[src/rtl/rv32_instr_encoder_pkg.sv]
// rtl/rv32_instr_encoder_pkg.sv - shared RV32I opcode defines, format enum and request record
package rv32_instr_encoder_pkg;

  localparam logic [4:0] OP_LOAD    = 5'b00000;
  localparam logic [4:0] OP_ARITH_I = 5'b00100;
  localparam logic [4:0] OP_AUIPC   = 5'b00101;
  localparam logic [4:0] OP_STORE   = 5'b01000;
  localparam logic [4:0] OP_ARITH_R = 5'b01100;
  localparam logic [4:0] OP_LUI     = 5'b01101;
  localparam logic [4:0] OP_BRANCH  = 5'b11000;
  localparam logic [4:0] OP_JALR    = 5'b11001;
  localparam logic [4:0] OP_JAL     = 5'b11011;
  localparam logic [4:0] OP_SYSTEM  = 5'b11100;

  typedef enum logic [2:0] {
    FMT_R,
    FMT_I,
    FMT_S,
    FMT_B,
    FMT_U,
    FMT_J
  } fmt_e;

  typedef struct packed {
    fmt_e        fmt;
    logic [4:0]  opcode;
    logic [4:0]  rd;
    logic [4:0]  rs1;
    logic [4:0]  rs2;
    logic [2:0]  funct3;
    logic [6:0]  funct7;
    logic [31:0] imm;
  } enc_req_t;

  // Unknown opcodes fall back to I-format so the loader never stalls on them.
  function automatic fmt_e opcode_fmt(input logic [4:0] op);
    fmt_e f;
    case (op)
      OP_STORE:          f = FMT_S;
      OP_BRANCH:         f = FMT_B;
      OP_LUI, OP_AUIPC:  f = FMT_U;
      OP_JAL:            f = FMT_J;
      OP_ARITH_R:        f = FMT_R;
      default:           f = FMT_I;
    endcase
    return f;
  endfunction

endpackage

[src/rtl/rv32_imm_pack.sv]
// rtl/rv32_imm_pack.sv - scatters fields and a flat immediate into one RV32I instruction word
module rv32_imm_pack
  import rv32_instr_encoder_pkg::*;
(
  input  fmt_e        fmt,
  input  logic [4:0]  opcode,
  input  logic [4:0]  rd,
  input  logic [4:0]  rs1,
  input  logic [4:0]  rs2,
  input  logic [2:0]  funct3,
  input  logic [6:0]  funct7,
  input  logic [31:0] imm,
  output logic [31:0] word
);

  always_comb begin
    word = {imm[11:0], rs1, funct3, rd, opcode, 2'b11};
    case (fmt)
      FMT_R: word = {funct7, rs2, rs1, funct3, rd, opcode, 2'b11};
      FMT_I: word = {imm[11:0], rs1, funct3, rd, opcode, 2'b11};
      FMT_S: word = {imm[11:5], rs2, rs1, funct3, imm[4:0], opcode, 2'b11};
      FMT_B: word = {imm[12], imm[10:5], rs2, rs1, funct3, imm[4:1], imm[11], opcode, 2'b11};
      FMT_U: word = {imm[31:12], rd, opcode, 2'b11};
      FMT_J: word = {imm[20], imm[10:1], imm[11], imm[19:12], rd, opcode, 2'b11};
      default: word = {imm[11:0], rs1, funct3, rd, opcode, 2'b11};
    endcase
  end

endmodule

[src/rtl/rv32_instr_encoder.sv]
// rtl/rv32_instr_encoder.sv - two-stage RV32I packer feeding the program loader with addressed words
module rv32_instr_encoder
  import rv32_instr_encoder_pkg::*;
#(
  parameter int              ADDR_W    = 10,
  parameter logic [ADDR_W-1:0] BASE_ADDR = '0
) (
  input  logic              clk,
  input  logic              rst_n,
  input  logic              clear,
  input  logic              in_valid,
  output logic              in_ready,
  input  logic [4:0]        opcode,
  input  logic [4:0]        rd,
  input  logic [4:0]        rs1,
  input  logic [4:0]        rs2,
  input  logic [2:0]        funct3,
  input  logic [6:0]        funct7,
  input  logic [31:0]       imm,
  output logic              out_valid,
  input  logic              out_ready,
  output logic [31:0]       instr,
  output logic [ADDR_W-1:0] addr,
  output logic              range_err,
  output logic [ADDR_W-1:0] err_addr
);

  enc_req_t          req_in;
  enc_req_t          s1_req;
  logic              s1_valid;
  logic              s1_bad;
  logic              bad_in;
  logic              s2_ready;
  logic              s1_adv;
  logic [31:0]       packed_word;
  logic [ADDR_W-1:0] addr_cnt;
  logic signed [31:0] simm;

  assign req_in = '{
    fmt:    opcode_fmt(opcode),
    opcode: opcode,
    rd:     rd,
    rs1:    rs1,
    rs2:    rs2,
    funct3: funct3,
    funct7: funct7,
    imm:    imm
  };

  assign simm = $signed(imm);

  always_comb begin
    bad_in = 1'b0;
    case (req_in.fmt)
      FMT_I, FMT_S: bad_in = (simm < -2048) || (simm > 2047);
      FMT_B:        bad_in = (simm < -4096) || (simm > 4094) || imm[0];
      FMT_J:        bad_in = (simm < -1048576) || (simm > 1048574) || imm[0];
      FMT_U:        bad_in = |imm[11:0];
      default:      bad_in = 1'b0;
    endcase
  end

  // A bad request still takes its turn in stage 2 so ordering against the address counter is exact.
  assign s2_ready = !out_valid || out_ready;
  assign s1_adv   = s1_valid && s2_ready;
  assign in_ready = !s1_valid || s1_adv;

  rv32_imm_pack u_pack (
    .fmt    (s1_req.fmt),
    .opcode (s1_req.opcode),
    .rd     (s1_req.rd),
    .rs1    (s1_req.rs1),
    .rs2    (s1_req.rs2),
    .funct3 (s1_req.funct3),
    .funct7 (s1_req.funct7),
    .imm    (s1_req.imm),
    .word   (packed_word)
  );

  always_ff @(posedge clk or negedge rst_n) begin
    if (!rst_n) begin
      s1_valid  <= 1'b0;
      s1_req    <= '0;
      s1_bad    <= 1'b0;
      out_valid <= 1'b0;
      instr     <= '0;
      addr      <= BASE_ADDR;
      addr_cnt  <= BASE_ADDR;
      range_err <= 1'b0;
      err_addr  <= '0;
    end else begin
      if (in_ready) begin
        s1_valid <= in_valid;
        if (in_valid) begin
          s1_req <= req_in;
          s1_bad <= bad_in;
        end
      end

      if (s2_ready) begin
        out_valid <= s1_valid && !s1_bad;
      end

      if (s1_adv && !s1_bad) begin
        instr <= packed_word;
        addr  <= addr_cnt;
      end

      // The emitted word above keeps its pre-clear address; only the counter restarts.
      if (clear) begin
        addr_cnt  <= BASE_ADDR;
        range_err <= 1'b0;
        err_addr  <= '0;
      end else if (s1_adv) begin
        if (s1_bad) begin
          if (!range_err) begin
            range_err <= 1'b1;
            err_addr  <= addr_cnt;
          end
        end else begin
          addr_cnt <= addr_cnt + ADDR_W'(1);
        end
      end
    end
  end

endmodule

[config.mk]
export PLATFORM = sky130hd
export DESIGN_NAME = rv32_instr_encoder
export DESIGN_NICKNAME = d
export VERILOG_FILES = /design/src/rtl/rv32_instr_encoder_pkg.sv /design/src/rtl/rv32_imm_pack.sv /design/src/rtl/rv32_instr_encoder.sv
export SDC_FILE = /design/constraint.sdc
export NUM_CORES = 1
export LEC_CHECK = 0
export ABC_AREA = 1
export BUFFER_PORTS_ARGS = -buffer_cell sky130_fd_sc_hd__buf_4
export CAP_MARGIN = 20
export CORE_MARGIN = 1
export CORE_UTILIZATION = 30
export CTS_BUF_LIST = sky130_fd_sc_hd__clkbuf_4 sky130_fd_sc_hd__clkbuf_8
export DETAILED_ROUTE_END_ITERATION = 10
export SYNTH_ARGS = -nofsm -noshare
export SYNTH_HDL_FRONTEND = slang
export SYNTH_SLANG_ARGS = --single-unit
[constraint.sdc]
create_clock -name clk -period 4.25 [get_ports clk]
set_input_delay 0.85 -clock clk [delete_from_list [all_inputs] [get_ports clk]]
set_output_delay 0.85 -clock clk [all_outputs]
set_load 0.02 [all_outputs]
Yosys cells after proc, flatten, opt, wreduce, memory -nomap -nowiden
Index checks and enable logic that the tools add are counted.
{"block": "totals", "reg_bits": 131, "input_bits": 67, "out_inout_bits": 55, "word_cells": 76}
{"block": "op_classes", "n_addsub": 1, "order_cmp": 6, "eq_ne": 17, "mux": 13, "reduce_logical": 23}
{"op": "$pmux 32 s5", "count": 1}
{"op": "$mux 10", "count": 7}
{"op": "$gt 32x12->1 const B", "count": 1}
{"op": "$gt 32x13->1 const B", "count": 1}
{"op": "$gt 32x21->1 const B", "count": 1}
{"op": "$lt 32x12->1 const B", "count": 1}
{"op": "$lt 32x13->1 const B", "count": 1}
{"op": "$lt 32x21->1 const B", "count": 1}
{"op": "$eq 5x4->1 const B", "count": 3}
{"op": "$pmux 3 s5", "count": 1}
{"op": "$eq 3x2->1 const B", "count": 4}
{"op": "$eq 3x3->1 const B", "count": 4}
{"op": "$reduce_or 12->1", "count": 1}
{"op": "$add 10x1->10 const B", "count": 1}
{"op": "$eq 5x5->1 const B", "count": 2}
{"op": "$logic_or 1x1->1", "count": 7}
{"op": "$reduce_and 2->1", "count": 3}
{"op": "$eq 5x3->1 const B", "count": 1}
{"op": "$ne 2x2->1 const B", "count": 2}
{"op": "$pmux 1 s4", "count": 1}
{"op": "$reduce_bool 2->1", "count": 2}
{"op": "$reduce_or 2->1", "count": 2}
{"op": "$eq 3x1->1 const B", "count": 1}
{"op": "$logic_and 1x1->1", "count": 3}
{"op": "4 further kinds", "count": 8}

Logic depth before layout (Yosys ltp)
{"block": "depth", "depth_word": 6, "depth_mapped": 10, "mapped_depth_nobuf": 10}

Cells and area by module
A second synthesis with hierarchy kept.
{"block": "hier_totals", "hier_cells": 780, "hier_area_um2": 6059.6}
{"mod": "rv32_instr_encoder", "n_inst": 1, "cells_per_inst": 658, "area_per_inst_um2": 5486.5, "seq_area_each_um2": 3278.1}
{"mod": "rv32_imm_pack", "n_inst": 1, "cells_per_inst": 122, "area_per_inst_um2": 573.0, "seq_area_each_um2": 0.0}

Least setup slack after synthesis
No wires, ideal clock.
{"block": "synth_timing", "kind": "input -> output", "startpoint": "in out_ready", "endpoint": "out in_ready", "arrival_time_ps": 1103, "t_required_ps": 3400, "slack_ps": 2297, "cell_stages": 2, "n_path_buf": 0, "cell_sequence": "inv_1 > nand3_1"}
{"block": "synth_between", "elab_chain_len": 3}
{"item": "start, declared", "line_no": "rv32_instr_encoder.sv:21", "source": "input logic out_ready,"}
{"item": "$logic_or 1x1->1", "line_no": "rv32_instr_encoder.sv:64", "source": "assign s2_ready = !out_valid || out_ready;"}
{"item": "$logic_and 1x1->1", "line_no": "rv32_instr_encoder.sv:65", "source": "assign s1_adv = s1_valid && s2_ready;"}
{"item": "$logic_or 1x1->1", "line_no": "rv32_instr_encoder.sv:66", "source": "assign in_ready = !s1_valid || s1_adv;"}
{"item": "end, declared", "line_no": "rv32_instr_encoder.sv:12", "source": "output logic in_ready,"}
No other way between the ends.

Final worst setup path
{"block": "layout_timing", "startpoint": "in out_ready", "endpoint": "reg instr[18]"}
{"block": "layout_between", "elab_chain_len": 3}
{"item": "$logic_or 1x1->1", "line_no": "rv32_instr_encoder.sv:64"}
{"item": "$logic_and 1x1->1", "line_no": "rv32_instr_encoder.sv:65"}
{"item": "$logic_and 1x1->1", "line_no": "rv32_instr_encoder.sv:104", "source": "if (s1_adv && !s1_bad) begin"}
{"item": "end signal, assigned", "line_no": "rv32_instr_encoder.sv:105", "source": "instr <= packed_word;"}
{"item": "end, declared", "line_no": "rv32_instr_encoder.sv:22", "source": "output logic [31:0] instr,"}
No other way between the ends.
A chain may end at the register's enable or synchronous reset.

==> impl_metrics.env <==
export IMPL_whs_ns=0.4716
export IMPL_grt_usage_pct=16.99
export IMPL_dp_hpwl_um=11340
export IMPL_cts_setup_buffers=0
export IMPL_timing_final_crit_share_pct=60.46
export IMPL_postRouteAntennaNets=0
export IMPL_crit_chain="buf_4 -> inv_1 -> nand2_1 -> nand2_4 -> clkinv_1 -> buf_4 -> nor2_1 -> a31oi_1"
export IMPL_period_needed_ns=2.569
export IMPL_cts_tree="yes"
export IMPL_synth_area_leaders="dfrtp_1 (56%), nand2_1 (18%), nor2_1 (4.2%)"
export IMPL_dp_slack_ns=1.221
export IMPL_cts_htree_levels=4
export IMPL_layout_commonest_cell="nand2_1"
export IMPL_fin_nets=896
export IMPL_cpPeakStageDelay_ns=0.69
export IMPL_routed_wl_um=15560
export IMPL_crit_path_start_kind="input pin"
export IMPL_syn_inst=709
export IMPL_crit_path_frequent_cell="buf_4"
export IMPL_core_rowCount=50
export IMPL_power_leakage_nw=3.632
export IMPL_cpLargestDelayFamily="buffers and inverters"
export IMPL_n_antenna_cell=0
export IMPL_synth_seq_cells=130
export IMPL_slew_headroom_pct=39.43
export IMPL_clkSinkCount=130
export IMPL_first_global_vias=4939
export IMPL_yosysTopAreaCell="dfrtp_1"
export IMPL_synth_area_per_cell_um2=8.139
export IMPL_synth_nets=777
export IMPL_numCtsBuffers=17
export IMPL_final_cell_mix="nand2_1 (279), dfrtp_1 (130), buf_4 (125), nor2_1 (65), inv_1 (59)"
export IMPL_finalPower_mw=3.561
export IMPL_initial_core_util_pct=30.75
export IMPL_cts_root_buf="clkbuf_8"
export IMPL_finalWorstSetupSlack_ns=1.681
export IMPL_ys_seq_area_share_pct=56.37
export IMPL_grt_max_degree=86
export IMPL_antenna_found_initial=0
export IMPL_finalHoldViolCount=0
export IMPL_die_y_um=140.7
export IMPL_cp_num_buf_inv=4
export IMPL_netlist_area_leader_share_pct=56.37
export IMPL_worstPathRequired_ns=4.57
export IMPL_grt_pass1_wl_um=25970
export IMPL_place_gp_congestion=0.7940
export IMPL_end_kind="register"
export IMPL_utilization_pct=39.24
export IMPL_worstMarginPinSlew_ns=0.9075
export IMPL_hp_class="reg2reg"
export IMPL_use_met2_pct=25.22
export IMPL_yosys_warnings=0
export IMPL_io_pins=122
export IMPL_clock_path_buffers=2
export IMPL_hold_buffers=0
export IMPL_power_density_nw_per_um2=483.5
export IMPL_gr_usage_met3_pct=5.163
export IMPL_area_delta_synth_final_pct=27.62
export IMPL_io_buffers=121
export IMPL_clk_insertion_delay_late_ns=0.44
export IMPL_synth_flop_cell="dfrtp_1"
export IMPL_rsz0062_at_grt="false"
export IMPL_wl_per_cell_um=14.48
export IMPL_totalNegativeSetupSlack_ns=0
export IMPL_num_fill_cells=1958
export IMPL_synth_edf_count=0
export IMPL_layout_drive_gt1_share_pct=20.33
export IMPL_synthArstFlopShare_pct=100.0
export IMPL_crit_type="in2reg"
export IMPL_drt_iter0_markers=366
export IMPL_grt_ovfl_total=0
export IMPL_clk_pin_slew_ns=0.08
export IMPL_setup_violations=0
export IMPL_netlist_area_um2=5771
export IMPL_dr_total_vias=4921
export IMPL_viasPerCell=4.578
export IMPL_drc=0
export IMPL_grt_busiest_layer="met2"
export IMPL_die_area_um2=19790
export IMPL_fin_skew_ns=0.01072
export IMPL_worstPathMaxFanout=45
export IMPL_status="completed"
export IMPL_cp_arrival_ns=2.89
export IMPL_cap_violations=0
export IMPL_drv_slew=0
export IMPL_synth_distinct_cells=36
export IMPL_cts_resized=0
export IMPL_core_um2=18770
export IMPL_peakVddDrop_mv=0.1727
export IMPL_dr_pass1_iters=4
export IMPL_use_met1_pct=23.63
export IMPL_die_w_um=140.7
export IMPL_fmax_ghz=0.3892
export IMPL_crit_slowest_cell="clkinv_1"
## cell usage after synthesis (2+ instances only)
master / n
a221oi_1: 2
buf_2: 14
nor2_1: 65
o31ai_1: 2
a21oi_1: 14
nor4_1: 4
a41oi_1: 4
inv_1: 59
clkbuf_1: 10
nor2_2: 3
a211oi_1: 2
nand3_1: 19
nand4_1: 4
nand2_1: 280
o22ai_1: 9
nor3_2: 2
nor3_1: 6
dfrtp_1: 130
o21ai_0: 47
a31oi_1: 17
## worst paths after layout
path,from,endpoint,slack [ns],depth (start not counted)
setup / recovery,out_ready,instr[18],1.68,8
hold / removal,s1_req[61],instr[6],0.47,2
setup reg to reg,s1_bad,instr[18],1.84,6
hold reg to reg,s1_req[61],instr[6],0.47,2
max in group asynchronous,rst_n,s1_req[19],2.90,2
min in group asynchronous,rst_n,s1_req[43],0.52,1
## state kept, by name (all words and copies together) (netlist names)
| signal | cells |
|---|---|
| addr_cnt | 10 |
| range_err | 1 |
| out_valid | 1 |
| instr | 31 |
| s1_bad | 1 |
| err_addr | 10 |
| s1_req | 65 |
| addr | 10 |
| s1_valid | 1 |
## per-layer routing
metal | wire [um] | vias to the layer above
met5 | 0 | -
met4 | 199 | 0
met3 | 886 | 17
met2 | 6775 | 108
met1 | 7701 | 2297
li1 | - | 2499
## report_power, final
group	switching (mW)	internal, mW
combinational	0.471	0.322
sequential	0.135	1.43
clock	0.504	0.696
## area by class of cell
type / count / area, um^2 / area share, %
repair buffers: 126 / 958.4 / 13.01
multi-input cells: 492 / 2172 / 29.49
clock buffers: 21 / 282.8 / 3.840
flip-flops and latches: 130 / 3253 / 44.17
clock inverters: 11 / 176.4 / 2.396
inverters: 61 / 229.0 / 3.109
well taps: 234 / 292.8 / 3.976
## kinds of logic after synthesis
family / Yosys count / share of synthesized area, %
buf+inv: 87 / 6.028
xor+xnor: 1 / 0.1518
simple gates: 390 / 27.26
fa+ha+maj: 1 / 0.2168
compound gates: 100 / 9.974
flops: 130 / 56.37
## tightest hold or removal path: stages (launching register included)
cell and delay, ns:
dfrtp_1 0.35, nand2_1 0.06, nand2_1 0.04
## per-stage QoR
stage / instances / cell area (um^2)
2_1_floorplan: 709 / 5771
3_3_place_gp: 1043 / 6905
3_5_place_dp: 1043 / 6905
4_1_cts: 1075 / 7365
5_1_grt: 1075 / 7365
6_report: 1075 / 7365
Note: power is estimated with default switching activity, not from simulation.
